[src/rtl/wb_scoreboard.sv]
`default_nettype none
// ============================================================================
// Module      : wb_scoreboard
// Description : Writeback scoreboard for the integer register file. Counts
//               outstanding writes per register, arbitrates EXU/LSU results
//               onto a registered write port and raises decode RAW stalls.
//               Optional bypass outputs: define WB_SCOREBOARD_BYPASS_EN.
// Revision    : 1.0 - initial release
// ============================================================================
module wb_scoreboard #(
    parameter int ADDR_W = 5,
    parameter int DATA_W = 32,
    parameter int CNT_W  = 2
) (
    input  logic              clk,
    input  logic              i_rst,
    input  logic              i_flush,
    input  logic              i_issue_valid,
    input  logic [ADDR_W-1:0] i_issue_rd,
    output logic              o_issue_ready,
    input  logic [ADDR_W-1:0] i_raddr1,
    input  logic [ADDR_W-1:0] i_raddr2,
    output logic              o_raw_stall,
    input  logic              i_exu_valid,
    input  logic [ADDR_W-1:0] i_exu_rd,
    input  logic [DATA_W-1:0] i_exu_data,
    output logic              o_exu_ready,
    input  logic              i_lsu_valid,
    input  logic [ADDR_W-1:0] i_lsu_rd,
    input  logic [DATA_W-1:0] i_lsu_data,
    output logic              o_lsu_ready,
    output logic              o_wen,
    output logic [ADDR_W-1:0] o_waddr,
    output logic [DATA_W-1:0] o_wdata,
`ifdef WB_SCOREBOARD_BYPASS_EN
    output logic              o_fwd1_sel,
    output logic              o_fwd2_sel,
    output logic [DATA_W-1:0] o_fwd1_data,
    output logic [DATA_W-1:0] o_fwd2_data,
`endif
    output logic              o_busy
);

    localparam int               c_NREG    = 2**ADDR_W;
    localparam logic [CNT_W-1:0] c_CNT_MAX = '1;

    logic [CNT_W-1:0]  w_cnt [c_NREG];
    logic [c_NREG-1:0] w_nxt_nz;
    logic              w_issue_fire;
    logic              w_lsu_fire;
    logic              w_exu_fire;
    logic              w_ret_fire;
    logic [ADDR_W-1:0] w_ret_rd;
    logic [DATA_W-1:0] w_ret_data;
    logic              r_wen;
    logic [ADDR_W-1:0] r_waddr;
    logic [DATA_W-1:0] r_wdata;
    logic              r_busy;
    logic              w_pend1, w_pend2;
    logic              w_hit1, w_hit2;
    logic              w_fwd1, w_fwd2;

    // x0 is never tracked
    assign w_cnt[0]    = '0;
    assign w_nxt_nz[0] = 1'b0;

    assign o_issue_ready = ~i_flush & ((i_issue_rd == '0) | (w_cnt[i_issue_rd] != c_CNT_MAX));
    assign o_lsu_ready   = ~i_flush;
    assign o_exu_ready   = ~i_flush & ~i_lsu_valid;

    assign w_issue_fire = i_issue_valid & o_issue_ready;
    assign w_lsu_fire   = i_lsu_valid & o_lsu_ready;
    assign w_exu_fire   = i_exu_valid & o_exu_ready;
    assign w_ret_fire   = w_lsu_fire | w_exu_fire;
    assign w_ret_rd     = w_lsu_fire ? i_lsu_rd   : i_exu_rd;
    assign w_ret_data   = w_lsu_fire ? i_lsu_data : i_exu_data;

    generate
        for (genvar i = 1; i < c_NREG; i++) begin : g_cnt
            logic [CNT_W-1:0] r_cnt;
            logic [CNT_W-1:0] w_cnt_nxt;
            logic             w_inc;
            logic             w_dec;

            assign w_inc = w_issue_fire & (i_issue_rd == ADDR_W'(i));
            assign w_dec = w_ret_fire & (w_ret_rd == ADDR_W'(i));

            // Issue and retire to the same register cancel; retire at zero saturates
            always_comb begin
                w_cnt_nxt = r_cnt;
                if (i_flush)
                    w_cnt_nxt = '0;
                else if (w_inc & ~w_dec)
                    w_cnt_nxt = r_cnt + CNT_W'(1);
                else if (w_dec & ~w_inc & (r_cnt != '0))
                    w_cnt_nxt = r_cnt - CNT_W'(1);
            end

            always_ff @(posedge clk) begin
                if (i_rst)
                    r_cnt <= '0;
                else
                    r_cnt <= w_cnt_nxt;
            end

            assign w_cnt[i]    = r_cnt;
            assign w_nxt_nz[i] = |w_cnt_nxt;
        end
    endgenerate

    always_ff @(posedge clk) begin
        if (i_rst) begin
            r_wen   <= 1'b0;
            r_waddr <= '0;
            r_wdata <= '0;
            r_busy  <= 1'b0;
        end else begin
            r_wen  <= w_ret_fire & (w_ret_rd != '0);
            r_busy <= (|w_nxt_nz) | (w_ret_fire & (w_ret_rd != '0));
            if (w_ret_fire) begin
                r_waddr <= w_ret_rd;
                r_wdata <= w_ret_data;
            end
        end
    end

    assign o_wen   = r_wen;
    assign o_waddr = r_waddr;
    assign o_wdata = r_wdata;
    assign o_busy  = r_busy;

    // A source whose write is on the port this cycle is not yet in the register file
    assign w_pend1 = w_cnt[i_raddr1] != '0;
    assign w_pend2 = w_cnt[i_raddr2] != '0;
    assign w_hit1  = r_wen & (r_waddr == i_raddr1) & (i_raddr1 != '0);
    assign w_hit2  = r_wen & (r_waddr == i_raddr2) & (i_raddr2 != '0);

`ifdef WB_SCOREBOARD_BYPASS_EN
    assign w_fwd1      = w_hit1 & ~w_pend1;
    assign w_fwd2      = w_hit2 & ~w_pend2;
    assign o_fwd1_sel  = w_fwd1;
    assign o_fwd2_sel  = w_fwd2;
    assign o_fwd1_data = w_fwd1 ? r_wdata : '0;
    assign o_fwd2_data = w_fwd2 ? r_wdata : '0;
`else
    assign w_fwd1 = 1'b0;
    assign w_fwd2 = 1'b0;
`endif

    assign o_raw_stall = w_pend1 | (w_hit1 & ~w_fwd1) | w_pend2 | (w_hit2 & ~w_fwd2);

endmodule
`default_nettype wire

[config.mk]
export PLATFORM = sky130hd
export DESIGN_NAME = wb_scoreboard
export DESIGN_NICKNAME = d
export VERILOG_FILES = /design/src/rtl/wb_scoreboard.sv
export SDC_FILE = /design/constraint.sdc
export NUM_CORES = 1
export LEC_CHECK = 0
export BUFFER_PORTS_ARGS = -buffer_cell sky130_fd_sc_hd__buf_2
export CAP_MARGIN = 20
export CORE_ASPECT_RATIO = 0.8
export CORE_MARGIN = 2
export CORE_UTILIZATION = 60
export CTS_BUF_LIST = sky130_fd_sc_hd__clkbuf_4 sky130_fd_sc_hd__clkbuf_8
export CTS_CLUSTER_DIAMETER = 120
export CTS_CLUSTER_SIZE = 20
export DETAILED_ROUTE_END_ITERATION = 16
export PLACE_DENSITY = 0.82
export SLEW_MARGIN = 10
export SYNTH_ARGS = -nofsm -noshare
export SYNTH_HDL_FRONTEND = slang
export SYNTH_SLANG_ARGS = --single-unit
[constraint.sdc]
create_clock -name clk -period 8 [get_ports clk]
set_input_delay 0.4 -clock clk [delete_from_list [all_inputs] [get_ports clk]]
set_output_delay 0.4 -clock clk [all_outputs]
set_load 0.05 [all_outputs]
==> results of run 1 <==
==> final timing paths <==
check	end	startpoint	cells past startpoint	slack, ns
max	o_busy	i_flush	12	3.93
min	o_wdata[7]	i_lsu_data[7]	3	0.31
max reg2reg	o_busy	g_cnt[11].r_cnt[1]	11	4.25
min reg2reg	o_wdata[29]	o_wdata[29]	2	0.50
==> per-layer routing <==
metal / GRT usage [%] / share of wire, % / vias to the layer above
li1: - / - / 3989
met4: 14.7 / 3.6 / 2
met2: 55.0 / 42 / 503
met3: 14.2 / 13 / 87
met1: 50.8 / 41 / 3896
met5: 3.47 / 0.24 / -
==> logic make-up (layout without fill, tap and decap cells) <==
family	after synthesis	count (layout)	synth area share, %
AND/OR/NAND/NOR	400	400	22.8
AO/OA/AOI/OAI	222	222	18.7
buffers and inverters	138	234	7.13
multiplexers	123	123	17.3
flip-flops	101	101	24.6
XOR/XNOR	44	44	4.78
adder cells (fa/ha/maj)	31	31	4.72
other	0	1	0
==> state kept, by name, summed over array words and instances (netlist names) <==
name,count
g_cnt.r_cnt,62
o_wdata,32
o_wen,1
o_waddr,5
o_busy,1
==> synth_stat cells (10+ instances only) <==
cell	instances
o211ai_1	13
ha_1	31
mux2i_1	91
a211oi_1	56
o21ai_0	33
nand2_1	73
a21oi_1	47
nand4_1	16
nor2b_1	17
dfxtp_1	101
a31oi_1	10
inv_1	74
xnor2_1	37
mux4_2	13
nor3_1	34
nand3_1	36
nor2_1	171
clkbuf_1	38
mux2_2	18
==> cell type report <==
cell class | count | area share (%)
diodes | 1 | 0.0276
clock buffers | 9 | 1.36
inverters | 74 | 3.06
repair buffers | 144 | 8.13
well taps | 180 | 2.48
multi-input cells | 820 | 61.9
clock inverters | 7 | 0.800
flip-flops and latches | 101 | 22.3
==> report_power, final <==
part | switching [mW] | internal [mW]
sequential | 0.0109 | 0.519
combinational | 0.191 | 0.0808
clock | 0.222 | 0.125
total | 0.424 | 0.725
==> through the flow <==
stage | worst slack [ns] | power, mW | cell area [sq um]
5_1_grt | 3.66 | 1.19 | 9080
2_1_floorplan | 4.77 | 0.727 | 8210
3_5_place_dp | 3.60 | 0.808 | 8880
4_1_cts | 4.05 | 1.15 | 9070
6_report | 3.93 | 1.15 | 9080
3_3_place_gp | 3.73 | 0.803 | 8880
==> worst max-delay path: cells and delay by family <==
family | cells | cell delay, ns
buffers and inverters | 2 | 0.92
muxes | 2 | 0.84
AOI/OAI and AO/OA | 1 | 0.13
xor gates and xnor gates | 1 | 0.26
and+or+nand+nor | 6 | 1.74
==> flow_summary.toml, run 1 <==
[final_layout]
area_growth_pct = 10.5
final_cell_mix = "nor2_1 (170), buf_2 (137), dfxtp_1 (101)"
area_used_by_multi_input_combinational_logic_sq_um = 5610
ff_latch_area_sq_um = 2020
num-fill-cells = 1181
finalNonFillerCells = 1336
final_core_util_pct = 67.5
most_frequent_standard_cell_in_the_layout_excluding_fill_and_tap_cells = "nor2_1"
post_route_cells_drive_above_1_share_pct = 19.0
numnets_final = 1276

[critical_path]
critPathMaxStageDelay_ns = 0.74
cp-end-kind = "flop"
worstPathCellList = "buf_2 -> nand2b_2 -> buf_4 -> mux2i_1 -> nand3_1 -> nor2_1 -> mux2i_1 -> xnor2_1 -> nand4_1 -> or4_1 -> nor4_1 -> o22ai_1"
cp-start-kind = "primary input"
crit_path_max_fanout = 43
crit_type = "in -> reg"
critical_path_arrival_ns = 4.33
critical-path-top-cell-by-count = "mux2i_1"
cp.required_ns = 8.26
crit_path_top_delay_cell = "mux2i_1"

[synthesis]
synth_largest_type_area_fraction_pct = 24.6
syn-mean-instance-area_sq_um = 7.75
synth_top_flop_cell = "dfxtp_1"
synth_edf_count = 0
synth.yosys.warnings = 0
syn-cell-area_sq_um = 8210
yosysUniqueCellTypes = 73
asyncSetResetFlopFracSynth_pct = 0
yosysTopAreaCell = "dfxtp_1"
synth_area_leaders = "dfxtp_1 (25%), mux2i_1 (11%), nor2_1 (7.8%)"
synth_sequential_area_ratio_pct = 24.6
synth_seq_cells = 101
mappedNetlistNets = 1185
netlist_instances = 1059

[clocking]
cts_resized = 0
numClockSinks = 101
clk_pin_slew_worst_paths_ns = 0.12
cts-buffers-inserted = 9
insertion_delay_ns = 0.41
cts_hold_buffers = 0
postCtsSetupRepairBufs = 0
cts_tree = "built"
cts-root-buf = "clkbuf_8"
htree_num_levels = 3
cts-root-to-sink-buffers = 2

[timing]
worst_max_slew_pin_slew_ns = 1.09
final_min_period_over_clock_period_pct = 50.8
achievable_freq_ghz = 0.246
fin_worst_skew_ns = 0.0127
timing.slew.headroom_pct = 25.2
timing_hold_violations_final = 0
setup_violations = 0
slew_limit_fails = 0
setup_total_negative_slack_ns = 0
fin_worst_hold_slack_ns = 0.311
final_period_minus_worst_setup_slack_ns = 4.07
rsz0062_at_grt = "false"

[floorplan]
core_region_area_sq_um = 13500
dieWidth_microns = 135
die_height_microns = 109
rows = 38
die_area_sq_um = 14600
initial_utilization_pct = 61.0
io-pin-count = 138

[route]
route.antenna.remaining_nets = 0
route.vias.total = 8477
drt_drc_violations_left = 0
drt-total-wl_microns = 27500
viasPerCell = 6.35
post_drt_wl_per_cell_microns = 20.6
firstDrtPassIters = 6
dr.first_iter.drc_count = 1014

[global_route]
grt_pass1_vias = 7616
track_usage_pct = 37.9
pin_count_of_the_biggest_net_entering_global_routing = 74
overflow = 0
antenna_found_initial = 1
global_route_wire_length_before_repair_microns = 42000

[placement]
hpwlAfterDp_microns = 20800
numPortBuffers = 137
final_weighted_congestion_in_routability_driven_placement = 1.05
post-place-cells = 1319

[pwr]
ir_drop_v = 0.000107
power_per_cell_area_nw_per_um2 = 127
total_leakage_power_nw = 3.50

[job]
drv_cap = 0

[min_path]
hold_path.class = "in -> reg"

[run_status]
run_status = "complete, no violations"
No activity file was read; power rests on OpenSTA's default activity.
==> run 2, diff against run 1 <==
--- a/config.mk
+++ b/config.mk
@@ -9,12 +9,12 @@
 export CAP_MARGIN = 20
 export CORE_ASPECT_RATIO = 0.8
 export CORE_MARGIN = 2
-export CORE_UTILIZATION = 60
+export CORE_UTILIZATION = 54
 export CTS_BUF_LIST = sky130_fd_sc_hd__clkbuf_4 sky130_fd_sc_hd__clkbuf_8
 export CTS_CLUSTER_DIAMETER = 120
 export CTS_CLUSTER_SIZE = 20
 export DETAILED_ROUTE_END_ITERATION = 16
-export PLACE_DENSITY = 0.82
+export PLACE_DENSITY = 0.78
 export SLEW_MARGIN = 10
 export SYNTH_ARGS = -nofsm -noshare
 export SYNTH_HDL_FRONTEND = slang
==> constraint.sdc (replaced) <==
create_clock -name clk -period 3.32 [get_ports clk]
set_input_delay 0.166 -clock clk [delete_from_list [all_inputs] [get_ports clk]]
set_output_delay 0.166 -clock clk [all_outputs]
set_load 0.05 [all_outputs]
==> flow_summary.toml, run 2 (synthesized netlist as in run 1, its figures left out) <==
[run_status]
run_status = "finished, violations left"
violated_checks = "setup timing"

[critical_path]
cp-start-kind = "flop"
cp-end-kind = "flop"
crit_type = "reg -> reg"
crit_path_max_fanout = 4
r2r_slack_ns = -0.03
cp.required_ns = 3.57
critical_path_arrival_ns = 3.59

[placement]
dpl_worst_slack_ns = -0.310
hpwlAfterDp_microns = 23500
post-place-cells = 1442
final_weighted_congestion_in_routability_driven_placement = 1.11
numPortBuffers = 137

[floorplan]
rows = 40
initial_utilization_pct = 54.9
core_region_area_sq_um = 15000
die_area_sq_um = 16200
die_height_microns = 114
io-pin-count = 138
dieWidth_microns = 142

[global_route]
grt_pass1_vias = 8274
grt_use_met1_pct = 52.3
groute.layer.met2.usage_pct = 55.4
layer_with_the_highest_usage_after_global_routing = "met2"
antenna_found_initial = 0
track_usage_pct = 37.4
global_route_wire_length_before_repair_microns = 46300
overflow = 0
fraction_of_met3_tracks_used_by_global_routing_pct = 10.7
pin_count_of_the_biggest_net_entering_global_routing = 74

[route]
viasPerCell = 6.13
dr.first_iter.drc_count = 954
route.vias.total = 8974
firstDrtPassIters = 5
drt_drc_violations_left = 0
post_drt_wl_per_cell_microns = 20.4
drt-total-wl_microns = 29900
route.antenna.remaining_nets = 0

[job]
drv_cap = 0

[final_layout]
largest_reg_flops = 62
num-fill-cells = 1342
post_route_cells_drive_above_1_share_pct = 28.2
finalNonFillerCells = 1463
numnets_final = 1394
most_frequent_standard_cell_in_the_layout_excluding_fill_and_tap_cells = "nor2_1"
top_register = "g_cnt.r_cnt"
final_cell_mix = "nor2_1 (169), buf_2 (137), buf_4 (121)"
area_growth_pct = 22.9

[pwr]
ir_drop_v = 0.000192
design_power_total_mw = 2.84
total_leakage_power_nw = 4.11
power_per_cell_area_nw_per_um2 = 282

[clocking]
insertion_delay_ns = 0.41
clk_pin_slew_worst_paths_ns = 0.12
cts-root-buf = "clkbuf_8"
cts_hold_buffers = 0
numClockSinks = 101
htree_num_levels = 3
cts-buffers-inserted = 9
cts-root-to-sink-buffers = 2
cts_tree = "built"

[timing]
setup_total_negative_slack_ns = -0.0263
achievable_freq_ghz = 0.299
fin_worst_hold_slack_ns = 0.0755
slew_limit_fails = 0
timing.slew.headroom_pct = 30.2
finalWorstSetupSlack_ns = -0.0263
fin_worst_skew_ns = 0.0145
timing_hold_violations_final = 0
worst_max_slew_pin_slew_ns = 1.05
final_period_minus_worst_setup_slack_ns = 3.35
final_min_period_over_clock_period_pct = 101
setup_violations = 1
rsz0062_at_grt = "true"

[min_path]
hold_path.class = "in -> reg"
run 2: cell count changes in the layout (fill, tap and decap cells not counted), moves of 3 or more:
cell / previous run / this run
buf_4: 7 / 121
nor4_2: 1 / 4
dfxtp_2: 0 / 5
dfxtp_1: 101 / 95
nor4_1: 7 / 4
run 2: power breakdown:
part           leakage, nW  switching [mW]  internal (mW)
sequential           0.826          0.0255           1.25
clock               0.0986           0.543          0.299
combinational         3.19           0.481          0.243
run 2: final cells by class:
| class | instances | area (sq um) | area share [%] |
|---|---|---|---|
| Multi-Input combinational cell | 820 | 5690 | 56.3 |
| Antenna cell | 1 | 2.50 | 0.0248 |
| Tap cell | 189 | 236 | 2.34 |
| Timing Repair Buffer | 262 | 1660 | 16.4 |
| Clock inverter | 7 | 75.1 | 0.744 |
| Clock buffer | 9 | 124 | 1.23 |
| Sequential cell | 101 | 2030 | 20.1 |
| Inverter | 74 | 278 | 2.75 |
run 2: what timing repair did:
action	in CTS	in global routing
pin swaps	0	10
hold endpoints to repair	0	0
endpoints found under the setup margin	1	1
gates resized for setup	6	22
setup buffers	0	4
run 2: critical path, cell delays in order, from the launching register on:
cell and delay [ns]:
dfxtp_2 0.34, inv_1 0.11, mux4_2 0.48, a211oi_2 0.26, o21ai_1 0.11, buf_4 0.18, a311o_1 0.36, mux2i_1 0.19
a21boi_2 0.11, nor4b_2 0.44, nand4_1 0.19, nor4_2 0.30, o22ai_1 0.11
run 2: per-layer routing:
layer	wire length, microns	vias to the layer above	part of all wire [%]
met2	12400	467	41
met4	1030	0	3.4
met5	0	-	0
met1	13000	4196	43
met3	3490	79	12
li1	-	4232	-
run 2: final timing paths:
kind                                    startpoint     endpoint  cells past startpoint
worst min register to register         o_wdata[17]  o_wdata[17]                      2
worst max-delay path            g_cnt[29].r_cnt[0]       o_busy                     12
worst min-delay path                 i_lsu_data[4]   o_wdata[4]                      3
worst max register to register  g_cnt[29].r_cnt[0]       o_busy                     12
run 2: metrics by stage:
step / utilization [%] / instance area, sq um
after floorplan: - / 8210
after global placement: 65.3 / 9770
after CTS: 66.8 / 10000
after global routing: 67.4 / 10100
final: 67.4 / 10100
after detailed placement: 65.3 / 9770
==> run 3, diff against run 2 <==
--- a/config.mk
+++ b/config.mk
@@ -8,13 +8,14 @@
 export BUFFER_PORTS_ARGS = -buffer_cell sky130_fd_sc_hd__buf_2
 export CAP_MARGIN = 20
 export CORE_ASPECT_RATIO = 0.8
-export CORE_MARGIN = 2
+export CORE_MARGIN = 8
 export CORE_UTILIZATION = 54
 export CTS_BUF_LIST = sky130_fd_sc_hd__clkbuf_4 sky130_fd_sc_hd__clkbuf_8
 export CTS_CLUSTER_DIAMETER = 120
 export CTS_CLUSTER_SIZE = 20
 export DETAILED_ROUTE_END_ITERATION = 16
 export PLACE_DENSITY = 0.78
+export SETUP_SLACK_MARGIN = 0.4
 export SLEW_MARGIN = 10
 export SYNTH_ARGS = -nofsm -noshare
 export SYNTH_HDL_FRONTEND = slang
==> flow_summary.toml, run 3 (synthesized netlist as in run 1, its figures left out) <==
[run_status]
run_status = "finished, violations left"
violated_checks = "setup timing"

[placement]
numPortBuffers = 137
final_weighted_congestion_in_routability_driven_placement = 1.01
dpl_worst_slack_ns = -0.526
placed_cell_area_sq_um = 9800
hpwlAfterDp_microns = 23900

[timing]
slew_limit_fails = 0
worst_max_slew_pin_slew_ns = 1.04
finalWorstSetupSlack_ns = -0.155
setup_violations = 1
achievable_freq_ghz = 0.288
timing_hold_violations_final = 0
timing.slew.headroom_pct = 30.4
rsz0062_at_grt = "true"
final_period_minus_worst_setup_slack_ns = 3.48
fin_worst_skew_ns = 0.0170
final_min_period_over_clock_period_pct = 105

[critical_path]
crit_type = "reg -> reg"
crit_path_top_delay_cell = "or4_1"
worstPathCellList = "inv_2 -> mux4_2 -> o211ai_1 -> o21ai_1 -> buf_4 -> buf_6 -> nand4_1 -> mux2i_1 -> xnor2_1 -> buf_4 -> nand4_1 -> or4_1 -> nor4_2 -> o22ai_1"
ff2ff_path_depth = 14
critical_path_arrival_ns = 3.72
r2r_slack_ns = -0.16
cp-start-kind = "flop"
reg2reg_from = "g_cnt[30].r_cnt[1]"
cp-end-kind = "flop"
reg2reg_to = "o_busy"
worstSetupPathDepth = 14
path_delay_family = "simple AND/OR/NAND/NOR gates"
critPathCapture = "o_busy"
cp-startpoint = "g_cnt[30].r_cnt[1]"
worstPathBufferInverterCount = 4
cp.required_ns = 3.56
crit_path_max_fanout = 5
critPathMaxStageDelay_ns = 0.57

[global_route]
global_route_wire_length_before_repair_microns = 47500
pin_count_of_the_biggest_net_entering_global_routing = 74
antenna_found_initial = 1
track_usage_pct = 31.2
grt_pass1_vias = 8643
overflow = 0

[final_layout]
most_frequent_standard_cell_in_the_layout_excluding_fill_and_tap_cells = "nor2_1"
area_growth_pct = 26.0
top_register = "g_cnt.r_cnt"
num-fill-cells = 1218
final_cell_mix = "nor2_1 (168), buf_2 (135), buf_4 (132)"
n_antenna_cell = 0
largest_reg_flops = 62
numnets_final = 1405
post_route_cells_drive_above_1_share_pct = 30.3
design_area_sq_um = 10300

[route]
route.antenna.remaining_nets = 0
post_drt_wl_per_cell_microns = 21.2
viasPerCell = 6.22
firstDrtPassIters = 6
drt-total-wl_microns = 31200
route.vias.total = 9156
dr.first_iter.drc_count = 1145
drt_drc_violations_left = 0

[floorplan]
die_height_microns = 126
core_region_area_sq_um = 15000
rows = 40
dieWidth_microns = 154
initial_utilization_pct = 54.9
io-pin-count = 138
die_area_sq_um = 19400

[clocking]
insertion_delay_ns = 0.41
numClockSinks = 101
cts_tree = "built"
cts-buffers-inserted = 9
cts_hold_buffers = 0
cts-root-buf = "clkbuf_8"
htree_num_levels = 3
clk_pin_slew_worst_paths_ns = 0.12
cts-root-to-sink-buffers = 2

[pwr]
design_power_total_mw = 2.93
ir_drop_v = 0.000206
power_per_cell_area_nw_per_um2 = 283
total_leakage_power_nw = 4.21

[job]
drv_cap = 0

[min_path]
hold_path.class = "in -> reg"
## run 3: timing repair
item,4_1_cts,5_1_grt
resized for setup,19,38
pin swaps,7,18
setup endpoints to repair,1,3
setup buffers,5,8
gates cloned,0,1
## run 3: worst reg2reg max path: stages (launching register included)
cell and delay (ns):
dfxtp_2 0.36, inv_2 0.08, mux4_2 0.48, o211ai_1 0.29
o21ai_1 0.16, buf_4 0.17, buf_6 0.13, nand4_1 0.13
mux2i_1 0.27, xnor2_1 0.16, buf_4 0.14, nand4_1 0.13
or4_1 0.57, nor4_2 0.15, o22ai_1 0.10
## run 3: how the worst min path moves through the flow
stage,startpoint,to,slack [ns],cells past startpoint
5_1_grt,i_lsu_data[0],o_wdata[0],0.09,3
2_1_floorplan,i_lsu_data[0],o_wdata[0],0.40,2
3_3_place_gp,o_wdata[6],o_wdata[6],0.48,2
3_5_place_dp,o_wdata[13],o_wdata[13],0.49,2
4_1_cts,i_lsu_data[12],o_wdata[12],0.07,3
6_report,i_lsu_data[9],o_wdata[9],0.08,3
## run 3: cell type report
cell class,count,area (sq um),area share (%)
multi-input combinational,821,5840,56.5
clock buffer,9,124,1.20
timing repair buffer,272,1730,16.7
clock inverter,7,103,0.992
sequential,101,2040,19.7
tap,189,236,2.29
inverter,74,278,2.69
## run 3: metrics by stage
| stage | setup TNS (ns) | utilization (%) | cells | hold WS, ns |
|---|---|---|---|---|
| 6_report | -0.155 | 69.1 | 1473 | 0.0776 |
| 4_1_cts | 0 | 67.8 | 1464 | 0.0672 |
| 3_3_place_gp | -0.490 | 65.5 | 1443 | 0.485 |
| 2_1_floorplan | 0 | - | 1059 | 0.401 |
| 3_5_place_dp | -0.526 | 65.5 | 1443 | 0.489 |
| 5_1_grt | -0.256 | 69.1 | 1473 | 0.0896 |
## run 3: routing by layer
metal,up-vias,wire [microns],GRT usage [%]
met5,-,6,0
met4,2,1190,12.1
met3,88,4480,10.5
met2,553,13200,46.2
met1,4260,12300,41.1
li1,4253,-,-
## run 3: report_power, final
group	total (mW)	internal (mW)	switching [mW]
clock	0.911	0.376	0.534
sequential	1.28	1.25	0.0264
combinational	0.743	0.247	0.497
total	2.93	1.87	1.06
